==> config.mk <==
export PLATFORM = sky130hd
export DESIGN_NAME = onc_16_loader_flat
export DESIGN_NICKNAME = d
export VERILOG_FILES = /design/src/rtl/onc_16_loader_if.sv /design/src/rtl/onc_16_loader.sv /design/src/flat_wrapper.sv
export SDC_FILE = /design/constraint.sdc
export NUM_CORES = 1
export LEC_CHECK = 0
export BUFFER_PORTS_ARGS = -buffer_cell sky130_fd_sc_hd__buf_2
export CAP_MARGIN = 20
export CORE_AREA = 10 10 111 113
export CTS_CLUSTER_DIAMETER = 200
export DETAILED_ROUTE_END_ITERATION = 8
export DIE_AREA = 0 0 121 123
export PLACE_DENSITY = 0.59
export SYNTH_ARGS = -nofsm -noshare
export SYNTH_HDL_FRONTEND = slang
export SYNTH_SLANG_ARGS = --single-unit
==> constraint.sdc <==
create_clock -name clock -period 2.9 [get_ports clock]
set_input_delay 0.435 -clock clock [delete_from_list [all_inputs] [get_ports clock]]
set_output_delay 0.435 -clock clock [all_outputs]
set_load 0.03 [all_outputs]
==> src/rtl/onc_16_loader_if.sv <==
// Byte-stream input and imem write port shared by the ONC-16 boot loader and its neighbours.
// Latency: n/a (signal bundle only).
// Backpressure: in_ready from the loader throttles the byte stream; the imem port has none.
interface onc_16_loader_if #(
    parameter int ADDR_W = 16,
    parameter int INST_W = 16
);
    logic [7:0]        in_data;
    logic              in_valid;
    logic              in_ready;
    logic              imem_we;
    logic [ADDR_W-1:0] imem_waddr;
    logic [INST_W-1:0] imem_wdata;

    // Stream source / imem observer side.
    modport master (
        output in_data,
        output in_valid,
        input  in_ready,
        input  imem_we,
        input  imem_waddr,
        input  imem_wdata
    );

    // Loader side.
    modport slave (
        input  in_data,
        input  in_valid,
        output in_ready,
        output imem_we,
        output imem_waddr,
        output imem_wdata
    );
endinterface

==> src/rtl/onc_16_loader.sv <==
// Boot loader: big-endian byte stream -> 16-bit imem words from address 0; holds the core in reset until loaded.
// Latency: imem write one cycle after the INST_LO transfer; cpu_n_rst rises one cycle after DONE is entered.
// Backpressure: in_ready=1 while loading, 0 in DONE/ERR; optional checksum byte via ONC16_LOADER_CHECKSUM_EN.
module onc_16_loader #(
    parameter int INST_W    = 16,
    parameter int ADDR_W    = 16,
    parameter int MAX_WORDS = 4096
) (
    input  logic           clock,
    input  logic           rst,
    input  logic           start,
    onc_16_loader_if.slave bus,
    output logic           cpu_n_rst,
    output logic           done,
    output logic           err
);
    // One spare bit so a count equal to a full address space cannot alias to zero.
    localparam int CNT_W = ADDR_W + 1;

    localparam logic [2:0] S_LEN_HI  = 3'd0;
    localparam logic [2:0] S_LEN_LO  = 3'd1;
    localparam logic [2:0] S_DATA_HI = 3'd2;
    localparam logic [2:0] S_DATA_LO = 3'd3;
    localparam logic [2:0] S_DONE    = 3'd5;
    localparam logic [2:0] S_ERR     = 3'd6;
`ifdef ONC16_LOADER_CHECKSUM_EN
    localparam logic [2:0] S_CSUM    = 3'd4;
    // Where the FSM goes once the last word (or an empty image) has been taken.
    localparam logic [2:0] S_TAIL    = S_CSUM;
`else
    localparam logic [2:0] S_TAIL    = S_DONE;
`endif

    logic [2:0]        state_q;
    logic [2:0]        state_nx;
    logic [7:0]        len_hi_q;
    logic [7:0]        inst_hi_q;
    logic [CNT_W-1:0]  len_q;
    logic [CNT_W-1:0]  cnt_q;
    logic [15:0]       len_full;
    logic [INST_W-1:0] word;
    logic              xfer;
    logic              last_word;
`ifdef ONC16_LOADER_CHECKSUM_EN
    logic [7:0]        sum_q;
`endif

    assign xfer      = bus.in_valid & bus.in_ready;
    assign len_full  = {len_hi_q, bus.in_data};
    assign word      = INST_W'({inst_hi_q, bus.in_data});
    assign last_word = (cnt_q + CNT_W'(1)) == len_q;

    // Next-state decode; only an accepted byte moves the FSM.
    always_comb begin
        state_nx = state_q;
        if (xfer) begin
            case (state_q)
                S_LEN_HI:  state_nx = S_LEN_LO;
                S_LEN_LO: begin
                    if ({16'd0, len_full} > 32'(MAX_WORDS))
                        state_nx = S_ERR;
                    else if (len_full == 16'd0)
                        state_nx = S_TAIL;
                    else
                        state_nx = S_DATA_HI;
                end
                S_DATA_HI: state_nx = S_DATA_LO;
                S_DATA_LO: state_nx = last_word ? S_TAIL : S_DATA_HI;
`ifdef ONC16_LOADER_CHECKSUM_EN
                S_CSUM:    state_nx = (bus.in_data == sum_q) ? S_DONE : S_ERR;
`endif
                default:   state_nx = state_q;
            endcase
        end
    end

    // State, registered outputs and datapath; rst beats start, start beats a same-cycle transfer.
    always_ff @(posedge clock) begin
        if (rst) begin
            state_q        <= S_LEN_HI;
            bus.in_ready   <= 1'b1;
            bus.imem_we    <= 1'b0;
            bus.imem_waddr <= '0;
            bus.imem_wdata <= '0;
            cpu_n_rst      <= 1'b0;
            done           <= 1'b0;
            err            <= 1'b0;
            len_hi_q       <= '0;
            inst_hi_q      <= '0;
            len_q          <= '0;
            cnt_q          <= '0;
`ifdef ONC16_LOADER_CHECKSUM_EN
            sum_q          <= '0;
`endif
        end else if (start) begin
            // Abandon whatever was in flight; words already written are left in imem.
            state_q        <= S_LEN_HI;
            bus.in_ready   <= 1'b1;
            bus.imem_we    <= 1'b0;
            bus.imem_waddr <= '0;
            cpu_n_rst      <= 1'b0;
            done           <= 1'b0;
            err            <= 1'b0;
            len_q          <= '0;
            cnt_q          <= '0;
`ifdef ONC16_LOADER_CHECKSUM_EN
            sum_q          <= '0;
`endif
        end else begin
            state_q      <= state_nx;
            bus.in_ready <= (state_nx != S_DONE) && (state_nx != S_ERR);
            done         <= (state_nx == S_DONE);
            err          <= (state_nx == S_ERR);
            // Registered off the current state so the final imem write lands before the core wakes.
            cpu_n_rst    <= (state_q == S_DONE);
            bus.imem_we  <= 1'b0;
            if (bus.imem_we)
                bus.imem_waddr <= bus.imem_waddr + ADDR_W'(1);
            if (xfer) begin
                case (state_q)
                    S_LEN_HI:  len_hi_q  <= bus.in_data;
                    S_LEN_LO:  len_q     <= CNT_W'(len_full);
                    S_DATA_HI: inst_hi_q <= bus.in_data;
                    S_DATA_LO: begin
                        bus.imem_we    <= 1'b1;
                        bus.imem_wdata <= word;
                        cnt_q          <= cnt_q + CNT_W'(1);
                    end
                    default: ;
                endcase
`ifdef ONC16_LOADER_CHECKSUM_EN
                if (state_q != S_CSUM)
                    sum_q <= sum_q + bus.in_data;
`endif
            end
        end
    end
endmodule

==> src/flat_wrapper.sv <==
// flat-port wrapper written by rule: the top's interface ports become plain ports
module onc_16_loader_flat 
#(
    parameter int INST_W    = 16,
    parameter int ADDR_W    = 16,
    parameter int MAX_WORDS = 4096
)
  (clock, rst, start, cpu_n_rst, done, err, bus_in_data, bus_in_valid, bus_in_ready, bus_imem_we, bus_imem_waddr, bus_imem_wdata);
  onc_16_loader_if #(.ADDR_W(ADDR_W), .INST_W(INST_W)) bus_i ();
  input  logic clock;
  input  logic rst;
  input  logic start;
  output logic cpu_n_rst;
  output logic done;
  output logic err;
  input wire logic [$bits(bus_i.in_data)-1:0] bus_in_data;
  input wire logic [$bits(bus_i.in_valid)-1:0] bus_in_valid;
  output wire logic [$bits(bus_i.in_ready)-1:0] bus_in_ready;
  output wire logic [$bits(bus_i.imem_we)-1:0] bus_imem_we;
  output wire logic [$bits(bus_i.imem_waddr)-1:0] bus_imem_waddr;
  output wire logic [$bits(bus_i.imem_wdata)-1:0] bus_imem_wdata;
  assign bus_i.in_data = bus_in_data;
  assign bus_i.in_valid = bus_in_valid;
  assign bus_in_ready = bus_i.in_ready;
  assign bus_imem_we = bus_i.imem_we;
  assign bus_imem_waddr = bus_i.imem_waddr;
  assign bus_imem_wdata = bus_i.imem_wdata;
  onc_16_loader #(.INST_W(INST_W), .ADDR_W(ADDR_W), .MAX_WORDS(MAX_WORDS)) u_core (.clock(clock), .rst(rst), .start(start), .bus(bus_i), .cpu_n_rst(cpu_n_rst), .done(done), .err(err));
endmodule
==> flow_summary.toml, run 1 <==
[route]
wl_mm = 9.73
num_vias = 3454
routedWlPerCell_um = 14.6
routed_via_density = 5.18
drtIter0Drc = 163
drc = 0
first_pass_iters = 4
ant_nets = 0

[cts]
clk_latency_ns = 0.36
cts_resized = 0
clkSinkCount = 89
cts_buffer_depth = 2
cts_tree = "built"
cts_htree_levels = 3
hold_buffers = 0
cts_root_buf = "clkbuf_8"
clk_pin_slew_ns = 0.10
cts-buffers-inserted = 9
cts_setup_buffers = 0

[placement]
dp_hpwl_mm = 7.05
dp_cells = 651
placed_area_mm2 = 0.00436
place.gp.congestion = 0.867
port_buffers = 48

[critical_path]
arrival_ns = 2.80
worstSetupPathType = "flop to flop"
worst-path-max-fanout = 7
critical_path_buf_inv_count = 0
cp_cell_sequence = "ha_1 > nand3_1 > nor4_1 > and4b_1 > o22ai_1 > nor4_4 > nor3_1 > o21a_1"
setup.worst_path.end_class = "flop"
worstPathRequired_ns = 3.15
startpoint_type = "flop"
cp_slowest_cell = "dfxtp_1"
crit_path_max_incr_delay_ns = 0.47
crit_family = "simple AND/OR/NAND/NOR gates"

[flow_run]
maxCapViolCount = 0

[timing]
finalSetupViolCount = 0
tns_ns = 0
timing.slew.headroom_pct = 59.3
hold_violations = 0
final.min_clock_period_ns = 2.55
tightest_slew_ns = 0.610
clock.fmax_mhz = 392
grt_setup_unrepaired = "no"
timing.hold.ws_ns = 0.367
finalClockSkew_ns = 0.0127
fin_crit_sh_pct = 88.0
drv_slew = 0

[layout]
multi_input_area_mm2 = 0.00208
fin_cells = 667
drive_gt1_share_pct = 14.5
design_area_mm2 = 0.00454
fin_util_pct = 44.8
area_growth_pct = 13.5
n_fill_cell = 1037
seq_area_mm2 = 0.00178
antenna_cells = 0
nets = 540

[global_routing]
grt_usage_pct = 13.4
grt_antenna_before_repair = 0
grt_pass1_wl_mm = 16.7
grt_max_degree = 33
grt_overflow = 0
grt_pass1_vias = 3375

[worst_hold_path]
min_path_type = "input port to flop"

[yosys]
ys_ff_latch = 89
synth.distinct_cells = 47
synthArstFlopShare_pct = 0
synth.avg_cell_area_um2 = 8.19
synth_edf_count = 0
ys_warn_count = 0
netlist_area_mm2 = 0.00400
synth_flop_cell = "dfxtp_1"
ys_seq_area_share_pct = 44.6
syn_inst = 488
syn_nets = 502

[pwr]
ir_worst_vdd_mv = 0.257
leakage_nw = 1.69
powerDensity_mw_per_mm2 = 473

[die]
die_area_mm2 = 0.0149
core_mm2 = 0.0101
fp.dieH_um = 123
rows = 37
io_pins = 49
die_w_um = 121
initial_utilization_pct = 39.4

[run_status]
outcome = "finished clean"
## cells in the mapped netlist, types with 8 or more instances
cell,count,area share [%]
a21oi_1,49,6.1
clkbuf_1,23,2.2
dfxtp_1,89,45
mux2i_1,10,2.5
nand2_1,96,9.0
nand3_1,23,2.9
nand4_1,8,1.3
nor2_1,50,4.7
nor3_1,11,1.4
nor4_1,8,1.3
o21ai_0,12,1.5
xnor2_1,22,4.8
xor2_1,22,4.8
## sequential cells by signal, summed over array words and instances (netlist names)
| name | cells |
|---|---|
| u_core.cnt_q | 17 |
| u_core.bus.imem_waddr | 16 |
| u_core.bus.imem_wdata | 16 |
| u_core.len_q | 16 |
| u_core.inst_hi_q | 8 |
| u_core.len_hi_q | 8 |
| u_core.state_q | 3 |
| u_core.bus.imem_we | 1 |
| u_core.bus.in_ready | 1 |
| u_core.cpu_n_rst | 1 |
| u_core.done | 1 |
| u_core.err | 1 |
## routing by layer
layer  wire, um  part of all wire, %  up-vias  GRT usage, %
met5          0                    0        -             0
met4        179                  1.8        0          4.60
met3        586                  6.0       22          4.01
met2       4280                   44      102          20.5
met1       4690                   48     1584          17.4
li1           -                    -     1746             -
## final timing paths
| path | endpoint | start | slack, ns | cells after the start |
|---|---|---|---|---|
| max reg2reg | u_core.err | u_core.cnt_q[0] | 0.35 | 8 |
| min reg2reg | u_core.cpu_n_rst | u_core.state_q[2] | 0.46 | 2 |
| max | u_core.err | u_core.cnt_q[0] | 0.35 | 8 |
| min | u_core.bus.imem_wdata[6] | bus_in_data[6] | 0.37 | 3 |
## report_power, final
group	switching [mW]	internal (mW)	total [mW]
Combinational	0.0610	0.0308	0.0919
Sequential	0.00950	1.23	1.24
Clock	0.454	0.363	0.817
Total	0.524	1.62	2.15
## cell type report
| type | instances | share of cell area (%) |
|---|---|---|
| Multi-Input combinational cell | 366 | 45.9 |
| Sequential cell | 89 | 39.2 |
| Timing Repair Buffer | 55 | 6.72 |
| Tap cell | 136 | 3.75 |
| Clock buffer | 13 | 3.50 |
| Clock inverter | 3 | 0.524 |
| Inverter | 5 | 0.413 |
## layout by cell type, fill, tap and decap left out, types with 2 or more instances in the layout
cell type,Yosys,layout
xor2_1,22,22
clkbuf_1,23,2
nand3b_1,3,3
o2111ai_2,2,2
clkinvlp_4,0,2
nor4_1,8,8
a211oi_1,2,2
buf_2,3,48
o21ai_0,12,12
inv_1,5,5
clkbuf_8,0,11
buf_4,2,6
nor2b_1,2,2
ha_1,2,2
dfxtp_1,89,89
a21oi_1,49,49
nand4_1,8,8
o31ai_1,3,3
nand2_1,96,96
and3_1,6,6
nor2_1,50,50
or3_1,5,5
nand3_1,23,23
and4_1,6,6
nor3_1,11,11
mux2i_1,10,10
or4_1,2,2
xnor2_1,22,22
nand2b_1,2,2
## tightest hold or removal path, cell delays in order
cell and delay (ns):
buf_2 0.14, nand2_1 0.06, a21oi_1 0.05
## logic make-up after synthesis
| logic type | synth area share, % |
|---|---|
| AO/OA/AOI/OAI | 12.0 |
| XOR/XNOR | 9.64 |
| adder cells (fa/ha/maj) | 0.626 |
| buffers and inverters | 3.38 |
| flip-flops | 44.6 |
| multiplexers | 2.50 |
| AND/OR/NAND/NOR | 27.3 |
## stage by stage
stage / setup WS [ns] / total power [mW]
after floorplan: 0.753 / 1.32
after global placement: 0.536 / 1.36
after detailed placement: 0.374 / 1.36
after CTS: 0.346 / 2.17
after global routing: 0.0855 / 2.24
final: 0.348 / 2.15
No activity file was read; power rests on OpenSTA's default activity.
==> run 2, diff against run 1 <==
--- a/config.mk
+++ b/config.mk
@@ -11,6 +11,7 @@
 export CTS_CLUSTER_DIAMETER = 200
 export DETAILED_ROUTE_END_ITERATION = 8
 export DIE_AREA = 0 0 121 123
+export GPL_TIMING_DRIVEN = 0
 export PLACE_DENSITY = 0.59
 export SYNTH_ARGS = -nofsm -noshare
 export SYNTH_HDL_FRONTEND = slang
==> run 2 against run 1 <==
Against the previous run:
- final cell count up 3.1%
- clock skew grew 0.0060 ns
- critical path type unchanged
- total power rose by 3.1%
- global-route usage up 0.46 points
- clock-buffer cell count decreased by 3
- worst hold slack gained 0.0032 ns
- final area grew 1.6%
- register-to-register slack worse by 0.06 ns
- via count rose by 1.7%
- critical path depth unchanged
- wire length is 3.4% higher
- clock power grew 8.2%
==> flow_summary.toml, run 2 (synthesized netlist as in run 1, its figures left out) <==
[global_routing]
grt_pass1_vias = 3466
grt_max_degree = 17
grt_overflow = 0
grt_pass1_wl_mm = 17.0
grt_antenna_before_repair = 0
grt_usage_pct = 13.8

[layout]
largest-register = "u_core.cnt_q"
largest_reg_flops = 17
antenna_cells = 0
fin_util_pct = 45.5
n_fill_cell = 1049
drive_gt1_share_pct = 13.8
mostFrequentLayoutCells = "96 x nand2_1, 89 x dfxtp_1, 50 x buf_2, 50 x nor2_1, 49 x a21oi_1"
layout_commonest_cell = "nand2_1"
area_growth_pct = 15.4
fin_cells = 688
nets = 561

[cts]
cts_resized = 0
cts_tree = "built"
cts_htree_levels = 3
clkSinkCount = 89
cts_setup_buffers = 0
cts_buffer_depth = 2
cts-buffers-inserted = 9
clk_latency_ns = 0.37
clk_pin_slew_ns = 0.10
cts_root_buf = "clkbuf_8"
hold_buffers = 0

[route]
routedWlPerCell_um = 14.6
wirelength_met1_mm = 4.78
first_pass_iters = 4
num_vias = 3511
drc = 0
drtIter0Drc = 216
routed.top_layer = "met4"
wl_mm = 10.1
routed_via_density = 5.10
dr_wl_met3_um = 515
dr_wl_met2_mm = 4.50
ant_nets = 0

[die]
io_pins = 49
die_area_mm2 = 0.0149
rows = 37
die_w_um = 121
fp.dieH_um = 123
core_mm2 = 0.0101
initial_utilization_pct = 39.4

[placement]
place.gp.congestion = 0.877
dp_cells = 671
port_buffers = 47
dp_hpwl_mm = 7.55

[timing]
final.min_clock_period_ns = 2.62
fin_crit_sh_pct = 90.2
clock.fmax_mhz = 382
finalClockSkew_ns = 0.0187
tightest_slew_ns = 0.554
tns_ns = 0
hold_violations = 0
grt_setup_unrepaired = "no"
drv_slew = 0
timing.slew.headroom_pct = 63.0
finalSetupViolCount = 0

[critical_path]
r2r_slack_ns = 0.28
r2r-start = "u_core.cnt_q[0]"
setup.worst_path.end_class = "flop"
crit_path_max_incr_delay_ns = 0.48
cp_cell_sequence = "ha_1 > nand3_1 > nor4_1 > and4b_1 > o22ai_1 > nor4_4 > nor3_1 > o21a_1"
startpoint_type = "flop"
arrival_ns = 2.89
critPathLaunch = "u_core.cnt_q[0]"
r2r-end = "u_core.err"
cp_slowest_cell = "dfxtp_1"
critical_path_buf_inv_count = 0
worst_r2r_path_depth = 8
worstSetupPathType = "flop to flop"
worstPathRequired_ns = 3.17
critPathCapture = "u_core.err"
worst-path-max-fanout = 7
crit_cells = 8
crit_family = "simple AND/OR/NAND/NOR gates"

[run_status]
outcome = "finished clean"

[pwr]
leakage_nw = 1.71
ir_worst_vdd_mv = 0.288
powerDensity_mw_per_mm2 = 480

[flow_run]
maxCapViolCount = 0

[worst_hold_path]
min_path_type = "input port to flop"
## run 2: cell count changes in the layout (fill, tap and decap cells not counted), moves of 2 or more
cell | before | now
clkbuf_1 | 2 | 24
buf_4 | 6 | 2
buf_2 | 48 | 50
clkbuf_8 | 11 | 9
## run 2: worst min-delay path by stage
stage / start / to / slack (ns) / cells after the start
after floorplan: u_core.state_q[2] / u_core.cpu_n_rst / 0.41 / 2
after global placement: u_core.state_q[2] / u_core.cpu_n_rst / 0.42 / 2
after detailed placement: u_core.state_q[2] / u_core.cpu_n_rst / 0.43 / 2
after CTS: bus_in_data[5] / u_core.bus.imem_wdata[5] / 0.35 / 3
after global routing: bus_in_data[4] / u_core.bus.imem_wdata[4] / 0.37 / 3
final: bus_in_data[7] / u_core.bus.imem_wdata[7] / 0.37 / 3
## run 2: power by group
part / switching, mW / internal [mW]
logic: 0.0650 / 0.0296
registers: 0.00708 / 1.23
clock network: 0.473 / 0.411
total: 0.545 / 1.67
## run 2: routing by layer
metal,up-vias,track usage (%)
met4,0,6.71
met3,23,3.28
met1,1623,17.6
met2,78,21.6
met5,-,0
li1,1787,-
## run 2: worst min-delay path: stages
cell,delay [ns]
buf_2,0.14
nand2_1,0.07
a21oi_1,0.05
## run 2: final cells by class
cell class / instances / area [um2] / area share, %
timing repair buffer: 48 / 243 / 5.26
clock inverter: 6 / 73.8 / 1.60
buffer: 28 / 116 / 2.52
sequential: 89 / 1780 / 38.6
clock buffer: 10 / 128 / 2.77
multi-input combinational: 366 / 2080 / 45.1
tap: 136 / 170 / 3.69
inverter: 5 / 18.8 / 0.407
## run 2: metrics by stage
stage	setup slack [ns]	instance area [um2]	hold slack, ns	power [mW]
2_1_floorplan	0.753	4000	0.410	1.32
3_3_place_gp	0.336	4400	0.425	1.36
4_1_cts	0.299	4610	0.353	2.24
6_report	0.284	4610	0.370	2.22
5_1_grt	0.0927	4610	0.366	2.30
3_5_place_dp	0.320	4400	0.426	1.36
